[src/rtl/bert_pkg.sv]
// Shared definitions for the BERT PRBS generator: FSM states, error-rate
// terminal counts and polynomial-length helpers.
package bert_pkg;

  localparam int MAX_POLY_LEN = 24;

  typedef enum logic [1:0] {
    GEN_IDLE = 2'd0,
    GEN_LOAD = 2'd1,
    GEN_RUN  = 2'd2
  } gen_state_t;

  // Bits between injected errors minus one; select 7 repeats the 1e-7 rate.
  localparam logic [23:0] RATE_TC [0:7] = '{
    24'd0, 24'd99, 24'd999, 24'd9999,
    24'd99999, 24'd999999, 24'd9999999, 24'd9999999
  };

  function automatic logic [4:0] clamp_len(input logic [4:0] len);
    if (len < 5'd2) begin
      return 5'd2;
    end else if (len > 5'(MAX_POLY_LEN)) begin
      return 5'(MAX_POLY_LEN);
    end else begin
      return len;
    end
  endfunction

  function automatic logic [MAX_POLY_LEN-1:0] len_mask(input logic [4:0] len);
    return {MAX_POLY_LEN{1'b1}} >> (5'(MAX_POLY_LEN) - len);
  endfunction

endpackage

[src/rtl/bert_pn_generator_lfsr_core.sv]
// Fibonacci LFSR register for the PRBS generator: seed load, shift with
// masked feedback, and all-zero lock-up recovery.
module bert_lfsr_core #(
  parameter int W = 24
) (
  input  logic         clk,
  input  logic         reset,
  input  logic         load,
  input  logic         step,
  input  logic [W-1:0] poly,
  input  logic [W-1:0] mask,
  input  logic [4:0]   len,
  output logic         out_bit,
  output logic         all_ones,
  output logic         all_zero
);

  logic [W-1:0] state_r;
  logic [W-1:0] shifted_s;
  logic         fb_s;

  assign fb_s      = ^(state_r & poly & mask);
  assign shifted_s = ((state_r << 1) | {{(W-1){1'b0}}, fb_s}) & mask;
  assign out_bit   = state_r[len - 5'd1];
  assign all_ones  = (state_r == mask);
  assign all_zero  = (state_r == {W{1'b0}});

  // State register; a zero state is reseeded instead of shifted so it cannot stick.
  always_ff @(posedge clk or posedge reset) begin
    if (reset) begin
      state_r <= {W{1'b1}};
    end else if (load) begin
      state_r <= mask;
    end else if (step) begin
      state_r <= all_zero ? mask : shifted_s;
    end else begin
      state_r <= state_r;
    end
  end

endmodule

[src/rtl/bert_pn_generator.sv]
// BERT transmit PRBS source with rate-based and single-shot error injection.
// Optional macro BERT_GEN_ERR_COUNT_EN builds the inserted-error counter.
module bert_pn_generator #(
  parameter int MAX_POLY_LEN = 24,
  parameter int RATE_CNT_W   = 24
) (
  input  logic                    clk,
  input  logic                    reset,
  input  logic                    enable,
  input  logic                    run,
  input  logic [MAX_POLY_LEN-1:0] poly,
  input  logic [4:0]              poly_length,
  input  logic                    poly_mode,
  input  logic [2:0]              error_rate_sel,
  input  logic                    single_error,
  output logic                    data,
  output logic                    data_valid,
  output logic                    seq_start,
  output logic                    error_flag,
  output logic                    lockup,
  output logic [31:0]             errors_inserted
);
  import bert_pkg::*;

  gen_state_t              state_r, next_s;
  logic [4:0]              len_s, len_prev_r;
  logic [MAX_POLY_LEN-1:0] mask_s, poly_prev_r;
  logic [2:0]              sel_prev_r;
  logic [RATE_CNT_W-1:0]   rate_cnt_r, rate_tc_s;
  logic cfg_change_s, sel_change_s, load_s, emit_s;
  logic out_bit_s, all_ones_s, all_zero_s;
  logic pending_r, rate_hit_s, single_hit_s, inject_s;
  logic data_r, valid_r, seq_r, err_r, lock_r;

  assign len_s        = clamp_len(poly_length);
  assign mask_s       = len_mask(len_s);
  assign cfg_change_s = (len_s != len_prev_r) || (poly != poly_prev_r);
  assign sel_change_s = (error_rate_sel != sel_prev_r);
  assign rate_tc_s    = RATE_CNT_W'(RATE_TC[error_rate_sel]);

  bert_lfsr_core #(.W(MAX_POLY_LEN)) u_core (
    .clk      (clk),
    .reset    (reset),
    .load     (load_s),
    .step     (emit_s),
    .poly     (poly),
    .mask     (mask_s),
    .len      (len_s),
    .out_bit  (out_bit_s),
    .all_ones (all_ones_s),
    .all_zero (all_zero_s)
  );

  // Next state; a bit is only emitted in RUN with an unchanged polynomial.
  always_comb begin
    next_s = state_r;
    load_s = 1'b0;
    emit_s = 1'b0;
    case (state_r)
      GEN_IDLE: begin
        if (run) next_s = GEN_LOAD;
        else     next_s = GEN_IDLE;
      end
      GEN_LOAD: begin
        load_s = 1'b1;
        next_s = GEN_RUN;
      end
      GEN_RUN: begin
        if (!run)              next_s = GEN_IDLE;
        else if (cfg_change_s) next_s = GEN_LOAD;
        else begin
          next_s = GEN_RUN;
          emit_s = enable;
        end
      end
      default: next_s = GEN_IDLE;
    endcase
  end

  // A rate hit and a single-shot request on the same bit collapse into one inversion.
  always_comb begin
    rate_hit_s   = emit_s && !sel_change_s && (error_rate_sel != 3'd0) &&
                   (rate_cnt_r == rate_tc_s);
    single_hit_s = emit_s && (pending_r || single_error);
    inject_s     = rate_hit_s || single_hit_s;
  end

  always_ff @(posedge clk or posedge reset) begin
    if (reset) begin
      state_r     <= GEN_IDLE;
      len_prev_r  <= 5'd2;
      poly_prev_r <= {MAX_POLY_LEN{1'b0}};
      sel_prev_r  <= 3'd0;
    end else begin
      state_r     <= next_s;
      len_prev_r  <= len_s;
      poly_prev_r <= poly;
      sel_prev_r  <= error_rate_sel;
    end
  end

  always_ff @(posedge clk or posedge reset) begin
    if (reset) begin
      rate_cnt_r <= {RATE_CNT_W{1'b0}};
      pending_r  <= 1'b0;
    end else begin
      if (load_s || sel_change_s)                 rate_cnt_r <= {RATE_CNT_W{1'b0}};
      else if (rate_hit_s)                        rate_cnt_r <= {RATE_CNT_W{1'b0}};
      else if (emit_s && error_rate_sel != 3'd0)  rate_cnt_r <= rate_cnt_r + RATE_CNT_W'(1);
      else                                        rate_cnt_r <= rate_cnt_r;
      if (emit_s)            pending_r <= 1'b0;
      else if (single_error) pending_r <= 1'b1;
      else                   pending_r <= pending_r;
    end
  end

  // Output register stage: everything describes the bit emitted on the previous clk.
  always_ff @(posedge clk or posedge reset) begin
    if (reset) begin
      data_r  <= 1'b0;
      valid_r <= 1'b0;
      seq_r   <= 1'b0;
      err_r   <= 1'b0;
      lock_r  <= 1'b0;
    end else begin
      data_r  <= emit_s ? (out_bit_s ^ poly_mode ^ inject_s) : 1'b0;
      valid_r <= emit_s;
      seq_r   <= emit_s && all_ones_s;
      err_r   <= inject_s;
      lock_r  <= emit_s && all_zero_s;
    end
  end

  assign data       = data_r;
  assign data_valid = valid_r;
  assign seq_start  = seq_r;
  assign error_flag = err_r;
  assign lockup     = lock_r;

`ifdef BERT_GEN_ERR_COUNT_EN
  logic [31:0] errors_r;

  always_ff @(posedge clk or posedge reset) begin
    if (reset) begin
      errors_r <= 32'd0;
    end else if (state_r == GEN_IDLE && next_s == GEN_LOAD) begin
      errors_r <= 32'd0;
    end else if (inject_s && errors_r != 32'hFFFF_FFFF) begin
      errors_r <= errors_r + 32'd1;
    end else begin
      errors_r <= errors_r;
    end
  end

  assign errors_inserted = errors_r;
`else
  assign errors_inserted = 32'd0;
`endif

endmodule

[config.mk]
export PLATFORM = sky130hd
export DESIGN_NAME = bert_pn_generator
export DESIGN_NICKNAME = d
export VERILOG_FILES = /design/src/rtl/bert_pkg.sv /design/src/rtl/bert_pn_generator_lfsr_core.sv /design/src/rtl/bert_pn_generator.sv
export SDC_FILE = /design/constraint.sdc
export NUM_CORES = 1
export LEC_CHECK = 0
export CORE_MARGIN = 5
export CORE_UTILIZATION = 25
export DETAILED_ROUTE_END_ITERATION = 8
export MAX_ROUTING_LAYER = met4
export SETUP_SLACK_MARGIN = 0.02
export SLEW_MARGIN = 5
export SYNTH_ARGS = -nofsm -noshare
export SYNTH_HDL_FRONTEND = slang
export SYNTH_SLANG_ARGS = --single-unit
[constraint.sdc]
create_clock -name clk -period 2.96 [get_ports clk]
set_input_delay 0.592 -clock clk [delete_from_list [all_inputs] [get_ports clk]]
set_output_delay 0.592 -clock clk [all_outputs]
set_load 0.05 [all_outputs]
# Word-level counts from Yosys, hierarchy flattened
# Memory sizes are Yosys's and may differ from the RTL's.
# Index checks and enable logic that the tools add are counted.
op_classes:
  n_addsub: 3
  order_cmp: 4
  n_eq_ne: 7
  n_shift: 1
  muxes: 23
  n_bitwise: 7
  n_reduce_logical: 19
op_table:
  columns: ["cell", "n"]
  rows:
  - ["$mux 24", 8]
  - ["$and 24x24->24", 3]
  - ["$eq 24x24->1", 2]
  - ["$add 24x1->24 const B", 1]
  - ["$logic_not 24->1", 1]
  - ["$ne 24x24->1", 1]
  - ["$or 24x1->24", 1]
  - ["$reduce_xor 24->1", 1]
  - ["$shr 24x5->24 const A", 1]
  - ["$mux 5", 2]
  - ["$mux 1", 9]
  - ["$logic_and 1x1->1", 7]
  - ["$lt 5x6->1 const B", 1]
  - ["$pmux 2 s3", 1]
  - ["$reduce_bool 3->1", 2]
  - ["$bmux 1 s5", 1]
  - ["$gt 5x5->1 const B", 1]
  - ["$lt 5x2->1 const B", 1]
  - ["$ne 5x5->1", 1]
  - ["$sub 5x1->5 const B", 1]
  - ["$sub 5x5->5 const A", 1]
  - ["$ge 4x4->1 const B", 1]
  - ["$logic_or 1x1->1", 4]
  - ["$mux 2", 2]
  - ["8 further kinds", 10]
totals:
  reg_bits: 88
  mem_bits_ro: 192
  out_inout_bits: 37
  wordCells: 77
  memories: 1
memory_table:
  columns: ["memory", "words", "width", "read_ports", "rd_ports_with_merged_regs", "write_ports", "line_no", "text"]
  rows:
  - ["(no name shown)", 8, 24, 1, 0, 0, "bert_pn_generator.sv:39", "assign rate_tc_s = RATE_CNT_W'(RATE_TC[error_rate_sel]);"]

# Logic depth before layout (Yosys ltp)
logic_depth:
  ltp_word: 14
  ltp_mapped: 16
  mapped_depth_nobuf: 14

# Hierarchy
# A second synthesis with hierarchy kept.
hier_totals:
  cells_unflattened: 667
  hier_area_um2: 5992.0
modules_own_cells:
  columns: ["module", "n_inst", "cells_per_inst", "area_per_inst_um2"]
  rows:
  - ["bert_pn_generator", 1, 451, 4075.2]
  - ["bert_lfsr_core", 1, 216, 1916.8]

# Least setup slack after synthesis
# Ideal clock, no wire load.
synth_path:
  kind: "input to register"
  start: "input port poly_length[3]"
  end: "register u_core.state_r[0]"
  setup_time_ps: 87
  arrival_ps: 3614
  required_ps: 2873
  slack_ps: -742
  cell_stages: 15
  path_buffers: 2
  path_cell_list: "buf_6 -> or4_4 -> nand3_4 -> ha_1 -> nand2b_1 -> nand3b_1 -> and2_1 -> clkbuf_1 -> o21ai_0 -> nand3_1 -> xor2_1 -> xnor3_1 -> xnor3_1 -> o22ai_1 -> o21ai_1"
synth_between:
  elab_chain_len: 12
synth_lines:
  columns: ["item", "line_no", "text"]
  rows:
  - ["start: declaration", "bert_pn_generator.sv:12", "input logic [4:0] poly_length,"]
  - ["$gt 5x5->1", "bert_pkg.sv:22", "end else if (len > 5'(MAX_POLY_LEN)) begin"]
  - ["$mux 5", "bert_pkg.sv:22", null]
  - ["$mux 5 *", "bert_pkg.sv:20", "if (len < 5'd2) begin"]
  - ["$sub 5x5->5", "bert_pkg.sv:30", "return {MAX_POLY_LEN{1'b1}} >> (5'(MAX_POLY_LEN) - len);"]
  - ["$shr 24x5->24", "bert_pkg.sv:30", null]
  - ["$and 24x24->24", "bert_pn_generator_lfsr_core.sv:22", "assign fb_s = ^(state_r & poly & mask);"]
  - ["$reduce_xor 24->1", "bert_pn_generator_lfsr_core.sv:22", null]
  - ["$or 24x1->24", "bert_pn_generator_lfsr_core.sv:23", "assign shifted_s = ((state_r << 1) | {{(W-1){1'b0}}, fb_s}) & mask;"]
  - ["$and 24x24->24", "bert_pn_generator_lfsr_core.sv:23", null]
  - ["$mux 24", "bert_pn_generator_lfsr_core.sv:35", "state_r <= all_zero ? mask : shifted_s;"]
  - ["$mux 24", "bert_pn_generator_lfsr_core.sv:34", "end else if (step) begin"]
  - ["$mux 24", "bert_pn_generator_lfsr_core.sv:32", "end else if (load) begin"]
  - ["end signal: assignment", "bert_pn_generator_lfsr_core.sv:33", "state_r <= mask;"]
  - ["end signal: assignment", "bert_pn_generator_lfsr_core.sv:35", null]
  - ["end signal: assignment", "bert_pn_generator_lfsr_core.sv:37", "state_r <= state_r;"]
  - ["end: declaration", "bert_pn_generator_lfsr_core.sv:18", "logic [W-1:0] state_r;"]
# Every way passes the cells marked *; elsewhere a longest branch is shown, timed or not. The select of a mux whose other input is x is not followed.
# A chain may end at the register's enable or synchronous reset.

# Worst setup path after layout
layout_path:
  start: "input port poly_length[4]"
  end: "register u_core.state_r[0]"
# Same word-level chain as after synthesis.

==> flow_metrics.py <==
metrics = {
    "global_routing": {
        "grt_pass1_vias": 4913,
        "overflow": 0,
        "antenna_found_initial": 0,
        "grt_max_degree": 89,
        "grt_pass1_wl_um": 27220,
        "grt.total_usage_pct": 13.51,
    },
    "synthesis": {
        "synth-xor-area-share_pct": 15.20,
        "avgSynthCellArea_um2": 9.259,
        "synth_top_area_share_pct": 27.60,
        "synth_cells": 617,
        "synthArstFlopShare_pct": 100.0,
        "synth_top_family_by_area": "simple AND/OR/NAND/NOR gates",
        "ys_top_cells_by_area": "dfrtp_1 (28%), dfstp_2 (11%), xnor2_1 (7.1%)",
        "ys_warn_count": 0,
        "synth_top_cell_by_area": "dfrtp_1",
        "synth_area_um2": 5713,
        "synth_mux_area_share_pct": 3.000,
        "yosysMostFrequentCell": "nand2_1",
        "synth_edf_count": 0,
        "ys_types": 64,
        "synthAdderAreaFrac_pct": 2.190,
        "ys_seq_elements": 88,
        "ys_seq_area_share_pct": 39.09,
        "yosys.area_share.simple_pct": 20.52,
        "synthTopCellsByCount": "nand2_1 (65), dfrtp_1 (63), o21ai_0 (54)",
        "synth_top_flop_cell": "dfrtp_1",
        "synth_compound_area_share_pct": 12.75,
    },
    "setup_path": {
        "path_delay_family": "XOR/XNOR gates",
        "cp.arrival_ns": 3.48,
        "worst_setup_path_start_kind": "input port",
        "cpMostUsedCell": "xnor3_1",
        "crit_chain": "buf_6, or4_4, nand3_4, ha_4, nand2b_4, nand2_4, buf_4, o21ai_2, o2111ai_2, xor2_2, xnor2_1, xnor3_1, xnor3_1, o22ai_1, o21ai_1",
        "slowest_delay_ns": 0.54,
        "end_kind": "register",
        "crit_fanout": 5,
        "crit_buf_inv": 2,
        "cp.required_ns": 3.24,
        "path_class": "input port to register",
        "cpMaxStageDelayCell": "or4_4",
    },
    "die": {
        "coreArea_um2": 22570,
        "ioPinCount": 75,
        "fp.dieH_um": 161.2,
        "start_util_pct": 25.31,
        "num_rows": 55,
        "die_x_um": 161.2,
        "fp.dieArea_um2": 25980,
    },
    "power": {
        "power.density_nw_per_um2": 497.4,
        "fin_total_pwr_mw": 4.027,
        "ir_drop_mv": 0.2851,
        "p_leak_nw": 3.451,
    },
    "run_status": {
        "status": "finished with violations",
        "failed_checks": "setup timing",
    },
    "job": {
        "max_cap_violations": 0,
    },
    "timing": {
        "tns_ns": -0.2586,
        "setup_viol": 2,
        "finalCritPeriodShare_pct": 108.1,
        "finClkSkew_ns": 0.008725,
        "slew_violations": 0,
        "slew_headroom_pct": 64.76,
        "hold_violations": 0,
        "rsz0062_at_grt": "yes",
        "max_freq_mhz": 312.7,
        "worstMarginPinSlew_ns": 0.5269,
        "layout_min_cycle_time_ns": 3.198,
        "fin_ws_ns": -0.2383,
    },
    "clock_network": {
        "clock-root-buffer": "clkbuf_16",
        "cts_buffers": 9,
        "clk_pin_slew_worst_paths_ns": 0.07,
        "insertion_delay_ns": 0.35,
        "cts_max_level": 3,
        "clkSinkCount": 88,
        "cts_buffer_depth": 2,
        "cts_tree": "done",
    },
    "cells_and_area": {
        "areaGrowthSynthToFinish_pct": 41.72,
        "fillers": 2287,
        "nets": 832,
        "multi_input_area_um2": 3531,
        "regArea_um2": 2233,
        "fin_area_um2": 8097,
        "layout-drive-gt1-share_pct": 33.84,
        "antenna_cells": 0,
    },
    "place": {
        "globalplace.congestion": 0.9305,
        "io_buffer_count": 42,
        "dpl.hpwl_um": 12710,
        "placedInstanceArea_um2": 7291,
    },
    "routing": {
        "ant_nets": 0,
        "num_vias": 5032,
        "wire_per_inst_um": 15.90,
        "drt_iter0_drc": 354,
        "drc": 0,
        "first_pass_iters": 7,
        "vias_per_cell": 4.685,
        "wl_um": 17070,
    },
    "worst_hold_path": {
        "hold_class": "input port to register",
    },
}
cell type report:
class	count	share of cell area, %
Sequential cell	88	27.58
Timing Repair Buffer	187	19.78
Clock inverter	5	0.9736
Inverter	11	0.5254
Tap cell	285	4.404
Multi-Input combinational cell	487	43.61
Clock buffer	11	3.122
final timing paths:
check | startpoint | end | slack, ns | cells past startpoint
max in group asynchronous | reset | u_core.state_r[3]$_DFFE_PP1P_ | 1.90 | 3
setup / recovery | poly_length[4] | u_core.state_r[0]$_DFFE_PP1P_ | -0.24 | 15
min in group asynchronous | reset | sel_prev_r[0]$_DFF_PP0_ | 0.67 | 3
hold reg to reg | u_core.state_r[22]$_DFFE_PP1P_ | u_core.state_r[22]$_DFFE_PP1P_ | 0.52 | 2
hold / removal | poly_length[3] | len_prev_r[3]$_DFF_PP0_ | 0.46 | 2
setup reg to reg | poly_prev_r[10]$_DFF_PP0_ | data$_DFF_PP0_ | 0.11 | 12
flip-flops by register name, summed over array words and instances (netlist names):
signal,cells
poly_prev_r,24
lockup,1
len_prev_r,5
rate_cnt_r,24
pending_r,1
sel_prev_r,3
error_flag,1
state_r,2
data,1
seq_start,1
data_valid,1
u_core.state_r,24
cell families after synthesis:
family	after synthesis
simple gates	226
compound gates	119
xor+xnor	92
flops	88
buf+inv	73
fa+ha+maj	10
mux	8
other cells	1
layout by cell type (no fill, tap or decap), drive strengths merged, types with 5 or more instances in the layout:
cell type,netlist,final
nor2b,7,7
clkdlybuf4s50,0,10
a21oi,17,17
o21ai,57,57
mux4,7,7
xor2,41,41
dlymetal6s2s,0,5
inv,11,10
ha,10,10
o22ai,5,5
buf,38,149
o211ai,7,7
or3,6,6
and2,5,5
clkbuf,24,15
xnor2,47,47
nor2,48,48
dfstp,25,25
nand2b,5,5
conb,1,32
and3,10,10
dlygate4sd2,0,18
nand4,16,16
nor4,14,14
nand3,27,27
nand2,65,65
nor3,12,12
dfrtp,63,63
or4,5,5
through the flow:
stage	instances	utilization, %	worst slack, ns	hold WS, ns
5_1_grt	1074	35.87	-0.3570	0.4549
3_3_place_gp	1038	32.30	-0.9007	0.4793
4_1_cts	1069	35.37	-0.2522	0.4411
2_1_floorplan	648	-	-0.4846	0.4560
6_report	1074	35.87	-0.2383	0.4557
3_5_place_dp	1038	32.30	-0.9567	0.4962
worst reg2reg max path: stages, from the launching register on:
cell	delay, ns
dfrtp_1	0.40
xor2_2	0.19
nor4_2	0.28
buf_4	0.16
nand4_1	0.06
buf_4	0.16
nor4_4	0.33
nand3_4	0.15
or4_4	0.60
o21ai_4	0.10
xnor2_2	0.14
xnor2_1	0.14
nor2_1	0.05
routing by layer:
layer  routed length [um]  vias up  GRT usage (%)
li1                     -     2434              -
met1                 7668     2426          17.50
met2                 8170      138          21.41
met3                  873       34          3.215
met4                  359        0          3.451
met5                    0        -              -
repair_timing:
item | CTS | global route
hold buffers | 0 | 0
pin swaps | 39 | 40
resized for setup | 93 | 37
endpoints found under the setup margin | 50 | 35
cloned | 0 | 0
setup buffers | 15 | 6
power by group:
part	internal, mW	switching, mW
combinational	0.604	0.613
sequential	1.35	0.188
clock	0.784	0.487
total	2.74	1.29
(Power assumes the default switching activity.)
